`src/rtl/updi_instruction_decoder.sv`:
```
// -----------------------------------------------------------------------------
// updi_instruction_decoder
//
// Byte-stream decoder for UPDI instructions. It optionally waits for a SYNC
// byte, decodes the opcode into instruction and field outputs, collects 0..3
// little-endian operand bytes and presents the decoded instruction with a
// valid/ready handshake. Malformed SYNC bytes and illegal opcodes produce a
// one-cycle err pulse and are discarded.
//
// Ports
//   clk, rst_n         clock, asynchronous active-low reset
//   rx_data/rx_valid   incoming byte stream
//   rx_ready           decoder can accept a byte (low while an instruction is
//                      being presented and while in reset)
//   instruction        decoded instruction class (updi_pkg::updi_instruction)
//   size_a             opcode[3:2] for LDS/STS, opcode[1:0] for all others
//   size_b             opcode[1:0]
//   ptr                opcode[3:2]
//   cs_addr            opcode[3:0]
//   sib                opcode[2]
//   size_c             opcode[1:0]
//   operand            operand bytes, little-endian, zero-extended
//   instr_valid        decoded instruction available
//   instr_ready        consumer takes the instruction
//   err                one-cycle framing/decode error pulse
// -----------------------------------------------------------------------------
package updi_pkg;
  typedef enum logic [2:0] {
    UPDI_LDS    = 3'd0,
    UPDI_LD     = 3'd1,
    UPDI_STS    = 3'd2,
    UPDI_ST     = 3'd3,
    UPDI_LDCS   = 3'd4,
    UPDI_REPEAT = 3'd5,
    UPDI_STCS   = 3'd6,
    UPDI_KEY    = 3'd7
  } updi_instruction;
endpackage

module updi_instruction_decoder
  import updi_pkg::*;
#(
  parameter logic [7:0] SYNC_BYTE   = 8'h55,
  parameter bit         EXPECT_SYNC = 1'b1
) (
  input  logic            clk,
  input  logic            rst_n,
  input  logic [7:0]      rx_data,
  input  logic            rx_valid,
  output logic            rx_ready,
  output updi_instruction instruction,
  output logic [1:0]      size_a,
  output logic [1:0]      size_b,
  output logic [1:0]      ptr,
  output logic [3:0]      cs_addr,
  output logic            sib,
  output logic [1:0]      size_c,
  output logic [23:0]     operand,
  output logic            instr_valid,
  input  logic            instr_ready,
  output logic            err
);

  typedef enum logic [1:0] {
    ST_SYNC    = 2'd0,
    ST_OPCODE  = 2'd1,
    ST_OPERAND = 2'd2,
    ST_OUTPUT  = 2'd3
  } state_t;

  // With EXPECT_SYNC=0 the SYNC state is never entered.
  localparam state_t IDLE = EXPECT_SYNC ? ST_SYNC : ST_OPCODE;

  state_t          r_state;
  state_t          w_state_nxt;

  updi_instruction r_instruction;
  logic [1:0]      r_size_a;
  logic [1:0]      r_size_b;
  logic [1:0]      r_ptr;
  logic [3:0]      r_cs_addr;
  logic            r_sib;
  logic [1:0]      r_size_c;
  logic [23:0]     r_operand;
  logic [1:0]      r_count;   // index of the next operand byte
  logic [1:0]      r_last;    // index of the final operand byte (N-1)
  logic            r_err;

  logic            w_accept;
  updi_instruction w_instr;
  logic            w_legal;
  logic            w_has_operand;
  logic [1:0]      w_last;
  logic [1:0]      w_size_a;
  logic            w_load_fields;
  logic            w_load_operand;
  logic            w_err_nxt;

  // rx_ready is gated by rst_n so it drops immediately when reset asserts.
  assign rx_ready = rst_n && (r_state != ST_OUTPUT);
  assign w_accept = rx_valid && rx_ready;

  // ---------------------------------------------------------------------------
  // Opcode decode (combinational on the incoming byte)
  // ---------------------------------------------------------------------------
  assign w_instr  = updi_instruction'(rx_data[7:5]);
  assign w_size_a = (w_instr == UPDI_LDS || w_instr == UPDI_STS) ? rx_data[3:2]
                                                                  : rx_data[1:0];

  // NOTE: every signal driven here gets a default first so no latch is inferred.
  always_comb begin
    w_legal       = 1'b0;
    w_has_operand = 1'b0;
    w_last        = 2'd0;
    case (w_instr)
      UPDI_LDS, UPDI_STS: begin
        // Operand count is size_a+1; size_a=3 has no defined width.
        w_legal       = !rx_data[4] && (rx_data[3:2] != 2'b11);
        w_has_operand = 1'b1;
        w_last        = rx_data[3:2];
      end
      UPDI_LD, UPDI_ST, UPDI_LDCS: begin
        w_legal = !rx_data[4];
      end
      UPDI_REPEAT: begin
        // Only one- and two-byte repeat counts are defined.
        w_legal       = (rx_data[4:2] == 3'b000) && !rx_data[1];
        w_has_operand = 1'b1;
        w_last        = rx_data[1:0];
      end
      UPDI_STCS: begin
        w_legal       = !rx_data[4];
        w_has_operand = 1'b1;
        w_last        = 2'd0;
      end
      UPDI_KEY: begin
        w_legal = (rx_data[4:3] == 2'b00);
      end
      default: begin
        w_legal = 1'b0;
      end
    endcase
  end

  // ---------------------------------------------------------------------------
  // Next-state logic
  // ---------------------------------------------------------------------------
  always_comb begin
    w_state_nxt    = r_state;
    w_err_nxt      = 1'b0;
    w_load_fields  = 1'b0;
    w_load_operand = 1'b0;
    case (r_state)
      ST_SYNC: begin
        if (w_accept) begin
          if (rx_data == SYNC_BYTE) begin
            w_state_nxt = ST_OPCODE;
          end else begin
            w_err_nxt = 1'b1;
          end
        end
      end
      ST_OPCODE: begin
        if (w_accept) begin
          if (w_legal) begin
            w_load_fields = 1'b1;
            w_state_nxt   = w_has_operand ? ST_OPERAND : ST_OUTPUT;
          end else begin
            w_err_nxt   = 1'b1;
            w_state_nxt = IDLE;
          end
        end
      end
      ST_OPERAND: begin
        if (w_accept) begin
          w_load_operand = 1'b1;
          if (r_count == r_last) begin
            w_state_nxt = ST_OUTPUT;
          end
        end
      end
      ST_OUTPUT: begin
        if (instr_ready) begin
          w_state_nxt = IDLE;
        end
      end
      default: begin
        w_state_nxt = IDLE;
      end
    endcase
  end

  // NOTE: sequential state uses non-blocking assignments so every register
  // samples the pre-edge values regardless of statement order.
  always_ff @(posedge clk or negedge rst_n) begin
    if (!rst_n) begin
      r_state <= IDLE;
      r_err   <= 1'b0;
    end else begin
      r_state <= w_state_nxt;
      r_err   <= w_err_nxt;
    end
  end

  // ---------------------------------------------------------------------------
  // Field and operand registers
  // ---------------------------------------------------------------------------
  // NOTE: all datapath registers are reset, since the outputs must read zero
  // during and immediately after reset.
  always_ff @(posedge clk or negedge rst_n) begin
    if (!rst_n) begin
      r_instruction <= UPDI_LDS;
      r_size_a      <= 2'd0;
      r_size_b      <= 2'd0;
      r_ptr         <= 2'd0;
      r_cs_addr     <= 4'd0;
      r_sib         <= 1'b0;
      r_size_c      <= 2'd0;
      r_operand     <= 24'd0;
      r_count       <= 2'd0;
      r_last        <= 2'd0;
    end else if (w_load_fields) begin
      r_instruction <= w_instr;
      r_size_a      <= w_size_a;
      r_size_b      <= rx_data[1:0];
      r_ptr         <= rx_data[3:2];
      r_cs_addr     <= rx_data[3:0];
      r_sib         <= rx_data[2];
      r_size_c      <= rx_data[1:0];
      r_operand     <= 24'd0;
      r_count       <= 2'd0;
      r_last        <= w_last;
    end else if (w_load_operand) begin
      r_operand[{r_count, 3'b000} +: 8] <= rx_data;
      r_count                           <= r_count + 2'd1;
    end
  end

  assign instruction = r_instruction;
  assign size_a      = r_size_a;
  assign size_b      = r_size_b;
  assign ptr         = r_ptr;
  assign cs_addr     = r_cs_addr;
  assign sib         = r_sib;
  assign size_c      = r_size_c;
  assign operand     = r_operand;
  assign instr_valid = (r_state == ST_OUTPUT);
  assign err         = r_err;

endmodule

```
`config.mk`:
```
export PLATFORM = sky130hd
export DESIGN_NAME = updi_instruction_decoder
export DESIGN_NICKNAME = d
export VERILOG_FILES = /design/src/rtl/updi_instruction_decoder.sv
export SDC_FILE = /design/constraint.sdc
export NUM_CORES = 1
export LEC_CHECK = 0
export BUFFER_PORTS_ARGS = -buffer_cell sky130_fd_sc_hd__buf_2
export CAP_MARGIN = 5
export CORE_MARGIN = 3
export CORE_UTILIZATION = 56
export CTS_CLUSTER_DIAMETER = 50
export CTS_CLUSTER_SIZE = 8
export DETAILED_ROUTE_END_ITERATION = 12
export PLACE_DENSITY = 0.85
export SLEW_MARGIN = 5
export SYNTH_ARGS = -nofsm -noshare
export SYNTH_HDL_FRONTEND = slang
export SYNTH_SLANG_ARGS = --single-unit
```
`constraint.sdc`:
```
create_clock -name clk -period 4.9 [get_ports clk]
set_input_delay 0.735 -clock clk [delete_from_list [all_inputs] [get_ports clk]]
set_output_delay 0.735 -clock clk [all_outputs]
set_load 0.01 [all_outputs]
```
; Word-level counts from Yosys, hierarchy flattened
; Index checks and enable logic that the tools add are counted.
[totals]
regBits = 45
output_inout_bits = 43
elab_cells = 79
inputBits = 12
[op_classes]
mux = 28
eq_ne = 20
n_reduce_logical = 16
shifts = 2
n_addsub = 2
[op_table]
columns = op, n
row1 = $mux 24, 2
row2 = $bwmux 24, 1
row3 = $shift 8x7->24 const A, 1
row4 = $shiftx 8x7->24, 1
row5 = $mux 2, 10
row6 = $ne 2x2->1 const B, 7
row7 = $eq 3x3->1 const B, 4
row8 = $mux 1, 11
row9 = $eq 8x7->1 const B, 1
row10 = $pmux 2 s4, 1
row11 = $reduce_or 4->1, 2
row12 = $neg 5->7, 1
row13 = $eq 3x2->1 const B, 2
row14 = $logic_not 3->1, 2
row15 = $reduce_and 6->1, 1
row16 = $eq 2x2->1 const B, 2
row17 = $logic_and 1x1->1, 4
row18 = $logic_not 2->1, 2
row19 = $pmux 1 s4, 1
row20 = $pmux 2 s2, 1
row21 = $eq 3x1->1 const B, 1
row22 = $add 2x1->2 const B, 1
row23 = $eq 2x1->1 const B, 1
row24 = $eq 2x2->1, 1
row25 = other kinds (6), 7

; Longest topological paths before layout
[logic_depth]
ltp_word = 7
mapped_depth = 9
ltp_nobuf = 6

; Worst setup path after synthesis
; No wires, ideal clock.
[synth_timing]
path_type = in2reg
startpoint = in rx_data[5]
endpoint = reg r_cs_addr[0], in the netlist cs_addr[0]
required_ps = 4775
cell_stages = 8
setup_slack_ps = 2636
n_path_buf = 2
setup_time_ps = 125
arrival_ps = 2139
path_cell_list = buf_2 > inv_1 > ha_1 > inv_1 > o21ai_0 > a211oi_2 > buf_6 > mux2_2
[synth_between]
elab_chain_len = 6
word_cells_on_any_way = 14
classes_between = 7 x eq/ne / 4 x mux / 3 x reduce/logical
[synth_lines]
columns = element, line
row1 = "start, declared", 48  ; input logic [7:0] rx_data,
row2 = "$eq 3x3->1, or another cell as far along", 115  ; case (w_instr)
row3 = $reduce_or 4->1 (no source line) / $reduce_or 2->1 (equally long branches), --
row4 = $pmux 1 s4 (*), 115
row5 = $mux 1 (*), 165  ; if (w_legal) begin
row6 = $mux 1 (*), 164  ; if (w_accept) begin
row7 = $mux 1 (*), 153  ; case (r_state)
row8 = "end signal, assigned", 227  ; r_cs_addr <= rx_data[3:0];
row9 = "end, declared", 81  ; logic [3:0] r_cs_addr;
; Mark *: on every way between the ends. The rest lies on a longest branch, timed or not.
; A chain may end at the register's enable or synchronous reset.

; Final worst setup path
[layout_timing]
startpoint = in rst_n
endpoint = reg r_operand[11], in the netlist operand[11]
[layout_between]
elab_chain_len = 5
word_cells_on_any_way = 8
classes_between = 5 x mux / 3 x reduce/logical
[layout_lines]
columns = element, line
row1 = "start, declared", 47  ; input logic rst_n,
row2 = $logic_and 1x1->1 (*), 100  ; assign rx_ready = rst_n && (r_state != ST_OUTPUT);
row3 = $logic_and 1x1->1 (*), 101  ; assign w_accept = rx_valid && rx_ready;
row4 = "$mux 1, on equally long branches", "164, 175"
row5 = $mux 1, 153
row6 = $mux 24 / $reduce_bool 2->1 (equally long branches), --
row7 = "end signal, assigned by index", 234  ; r_operand[{r_count, 3'b000} +: 8] <= rx_data;
row8 = "end, declared", 84  ; logic [23:0] r_operand;
; Marks and branches as above.

==> results.txt <==
The count of pins on the block boundary is 55. The share of Yosys cell area claimed by the top area cell type came out at 0.497. At the end of the flow, the number of nets in the layout was 260. The number of distinct standard cells referenced by the synthesized netlist is 30. Power comes to 1040 uW. In the final routed layout, each cell accounts on average for 15.1 um. The slew at the pin closest to its max-slew limit came out at 1.08 ns. The initial antenna violation count came out at 0. The static leakage is 0.00118 uW.

The via count of the first global-routing pass came out at 1495. The clock input transition at the sequential cells of the worst setup and hold paths is 0.11 ns. The fraction of final layout cells sized beyond drive strength 1 is 0.325.

The total power density per cell area came out at 451 nW/um2. After detailed routing, the number of remaining DRC violations is 0. The HPWL after detailed placement is 2990 um. STA classifies the critical path endpoint as a register.

The final cycle utilization of the critical path came out at 0.573. In this run the tool buffered the top-level ports with 54 buffer cells. The sequential fraction of the synthesis area came out at 0.497. The sink count of the clock tree is 40. The maximum fanout along the worst path came out at 43. Across every metal layer, demand over resource in global routing totals 0.211. The biggest area contributor in the post-synthesis netlist is dfrtp_1. The first detailed-routing pass ran for 4 iterations.

The cell occurring most often along the worst timing path is buf_4. Setup repair after global routing left no endpoint under its margin. The tightest min-delay check is of the input port to async pin type. The master of the slowest instance on the critical path is a211oi_4.

The area of combinational cells with multiple inputs is 858 um2. The number of DRC markers after the initial detailed-route iteration is 112. Measured along the y axis, the die boundary spans 66.0 um. The normalized max-slew margin came out at 0.277. The highest ir drop seen on vdd came out at 0.234 mV. The run finished with clean final reports. The count of final hold-check violations is 0. Across the run, the number of max-cap violations was 0.

The cell area after technology mapping came out at 2010 um2. The number of diodes came out at 0. The total CTS buffers came out at 5. The largest net degree at the start of global routing is 44. The number of buffers added for setup after CTS came out at 0. The initialized floorplan defines 21 standard-cell rows.

The final weighted congestion in routability-driven placement is 0.810. Buffers inserted to repair hold after CTS numbered 0. The longest individual stage delay on the worst path came out at 0.84 ns. The root buffer cell chosen for the clock tree is clkbuf_4. The first-pass GRT wire length came out at 6950 um. Setup violations remaining at the end of the flow were counted as 0. The register area is 1000 um2. STA classifies the critical path startpoint as an input port. The count of fill cells added during filler insertion is 265. The max-slew violation total from the final report is 0. The clock latency at the later pin of the worst-skew pair is 0.34 ns.

The final route contains 1620 vias. The count of cells resized by post-cts repair came out at 0. Synthesis produced a netlist with a net count of 218.

The buffer depth of the longest clock path is 2. After synthesis the netlist holds a flip-flop and latch count of 40. Summed over all layers, the routed wires come to 4370 um.

The worst path in the final design needs a cycle of 2.81 ns, including I/O delays and setup. The achievable frequency came out at 0.356 GHz. In this run the mean area of a mapped cell was 10.0 um2.

The worst-case clock skew came out at 0.00688 ns. The core area came out at 3390 um2. The die boundary width came out at 66.0 um. The worst setup path is of the input port to register kind. The starting density of the core came out at 0.594. The critical path required time came out at 5.13 ns. The Yosys step of the flow raised 0 warnings. The signal on the critical path passes through buf_2 > buf_4 > nand2_1 > or2_2 > a211oi_4 > buf_4 > a21oi_1.

Data arrives at the worst endpoint at 3.04 ns. The remaining global-route overflow is 0. The final total negative setup slack is 0 ns. The cell count after synthesis came out at 201. From synthesis to final layout, the design area changed by 13.9%.

The die area came out at 4350 um2. The number of H-tree levels came out at 2. The antenna violation net count after detailed routing is 0. Sorting the synthesized cells by area gives the leading types as dfrtp_1, nand4_1, a21oi_1.

TritonCTS built the clock tree. The vias per cell is 5.61.
-- sequential cells by signal (all words and copies together) (netlist names), named ones only --
register     count
operand         24
size_a           2
cs_addr          2
instruction      3
r_last           2
err              1
ptr              2
r_count          2
r_state          1
-- worst paths after layout --
check                                       from                 endpoint  slack, ns  cells after the start
min in group clk           size_a[0]$_DFFE_PN0N_    size_a[0]$_DFFE_PN0N_       0.50                      1
setup / recovery                           rst_n  operand[11]$_DFFE_PN0P_       2.09                      7
hold / removal                             rst_n   operand[2]$_DFFE_PN0P_       0.43                      2
max in group asynchronous                  rst_n   r_count[0]$_DFFE_PN0P_       4.11                      2
hold reg to reg            size_a[0]$_DFFE_PN0N_    size_a[0]$_DFFE_PN0N_       0.50                      1
setup reg to reg                        register  operand[11]$_DFFE_PN0P_       2.69                      4
-- metal layers --
layer | global-route usage | part of all wire | vias up
met4 | 0.0584 | 0.0096 | 0
met1 | 0.288 | 0.44 | 766
met2 | 0.334 | 0.49 | 59
met3 | 0.0527 | 0.061 | 5
met5 | 0 | 0 | -
li1 | - | - | 790
-- placed cells by master, fill, tap and decap left out, types with 4 or more instances in the layout --
cell type / n
nand2_1: 30
buf_2: 54
nand4_1: 25
mux2_2: 12
ha_1: 5
inv_1: 5
clkbuf_4: 5
xnor2_1: 4
a21oi_1: 27
nor2_1: 7
dfrtp_1: 40
-- logic make-up (layout without fill, tap and decap cells) --
family                   after synthesis  in the layout  share of synthesized area
AND/OR/NAND/NOR                       74             74                      0.193
AO/OA/AOI/OAI                         38             38                      0.109
buffers and inverters                 27             69                     0.0807
flip-flops                            40             40                      0.497
multiplexers                          13             13                     0.0727
adder cells (fa/ha/maj)                5              5                     0.0311
XOR/XNOR                               4              4                     0.0174
-- power by group --
part           leakage [uW]  internal [uW]  switching, uW
Combinational      0.000594            157            228
Clock             0.0000374           81.4           99.0
Sequential         0.000547            411           58.8
-- cells in the mapped netlist --
cell and n:
ha_1 5, nand2_1 30, nor3b_1 3, nor4_1 1
nor2_1 7, o21bai_1 2, and4b_1 3, and2_1 1
inv_1 5, a211oi_2 1, clkbuf_1 3, a22o_1 2
mux2_2 12, a21oi_1 27, a31oi_1 1, o21ai_0 3
a32o_1 1, mux2_1 1, nor2b_1 1, buf_6 3
buf_4 9, and3b_2 1, nand3_1 1, buf_1 3
xnor2_1 4, nand4_1 25, dfrtp_1 40, a21o_1 1
or2_2 1, buf_2 4
-- final cells by class --
| cell class | count | share of cell area |
|---|---|---|
| Tap cell | 46 | 0.0251 |
| Timing Repair Buffer | 57 | 0.128 |
| Clock buffer | 7 | 0.0284 |
| Sequential cell | 40 | 0.436 |
| Inverter | 5 | 0.00818 |
| Multi-Input combinational cell | 134 | 0.374 |
-- stage by stage --
stage | util | cell area (um2) | setup slack (ns) | hold slack, ns | std cells
finish | 0.677 | 2290 | 2.09 | 0.434 | 289
global route | 0.677 | 2290 | 1.86 | 0.457 | 289
CTS | 0.677 | 2290 | 2.07 | 0.449 | 289
detailed placement | 0.657 | 2230 | 1.71 | 0.478 | 282
global placement | 0.657 | 2230 | 1.79 | 0.483 | 282
floorplan | - | 2010 | 2.64 | 0.439 | 201
-- worst max-delay path, delay by kind of cell --
family | cells | cell delay [ns]
and+or+nand+nor | 2 | 0.52
AOI/OAI and AO/OA | 2 | 0.91
buffers and inverters | 3 | 0.85
No activity file was read; power rests on OpenSTA's default activity.
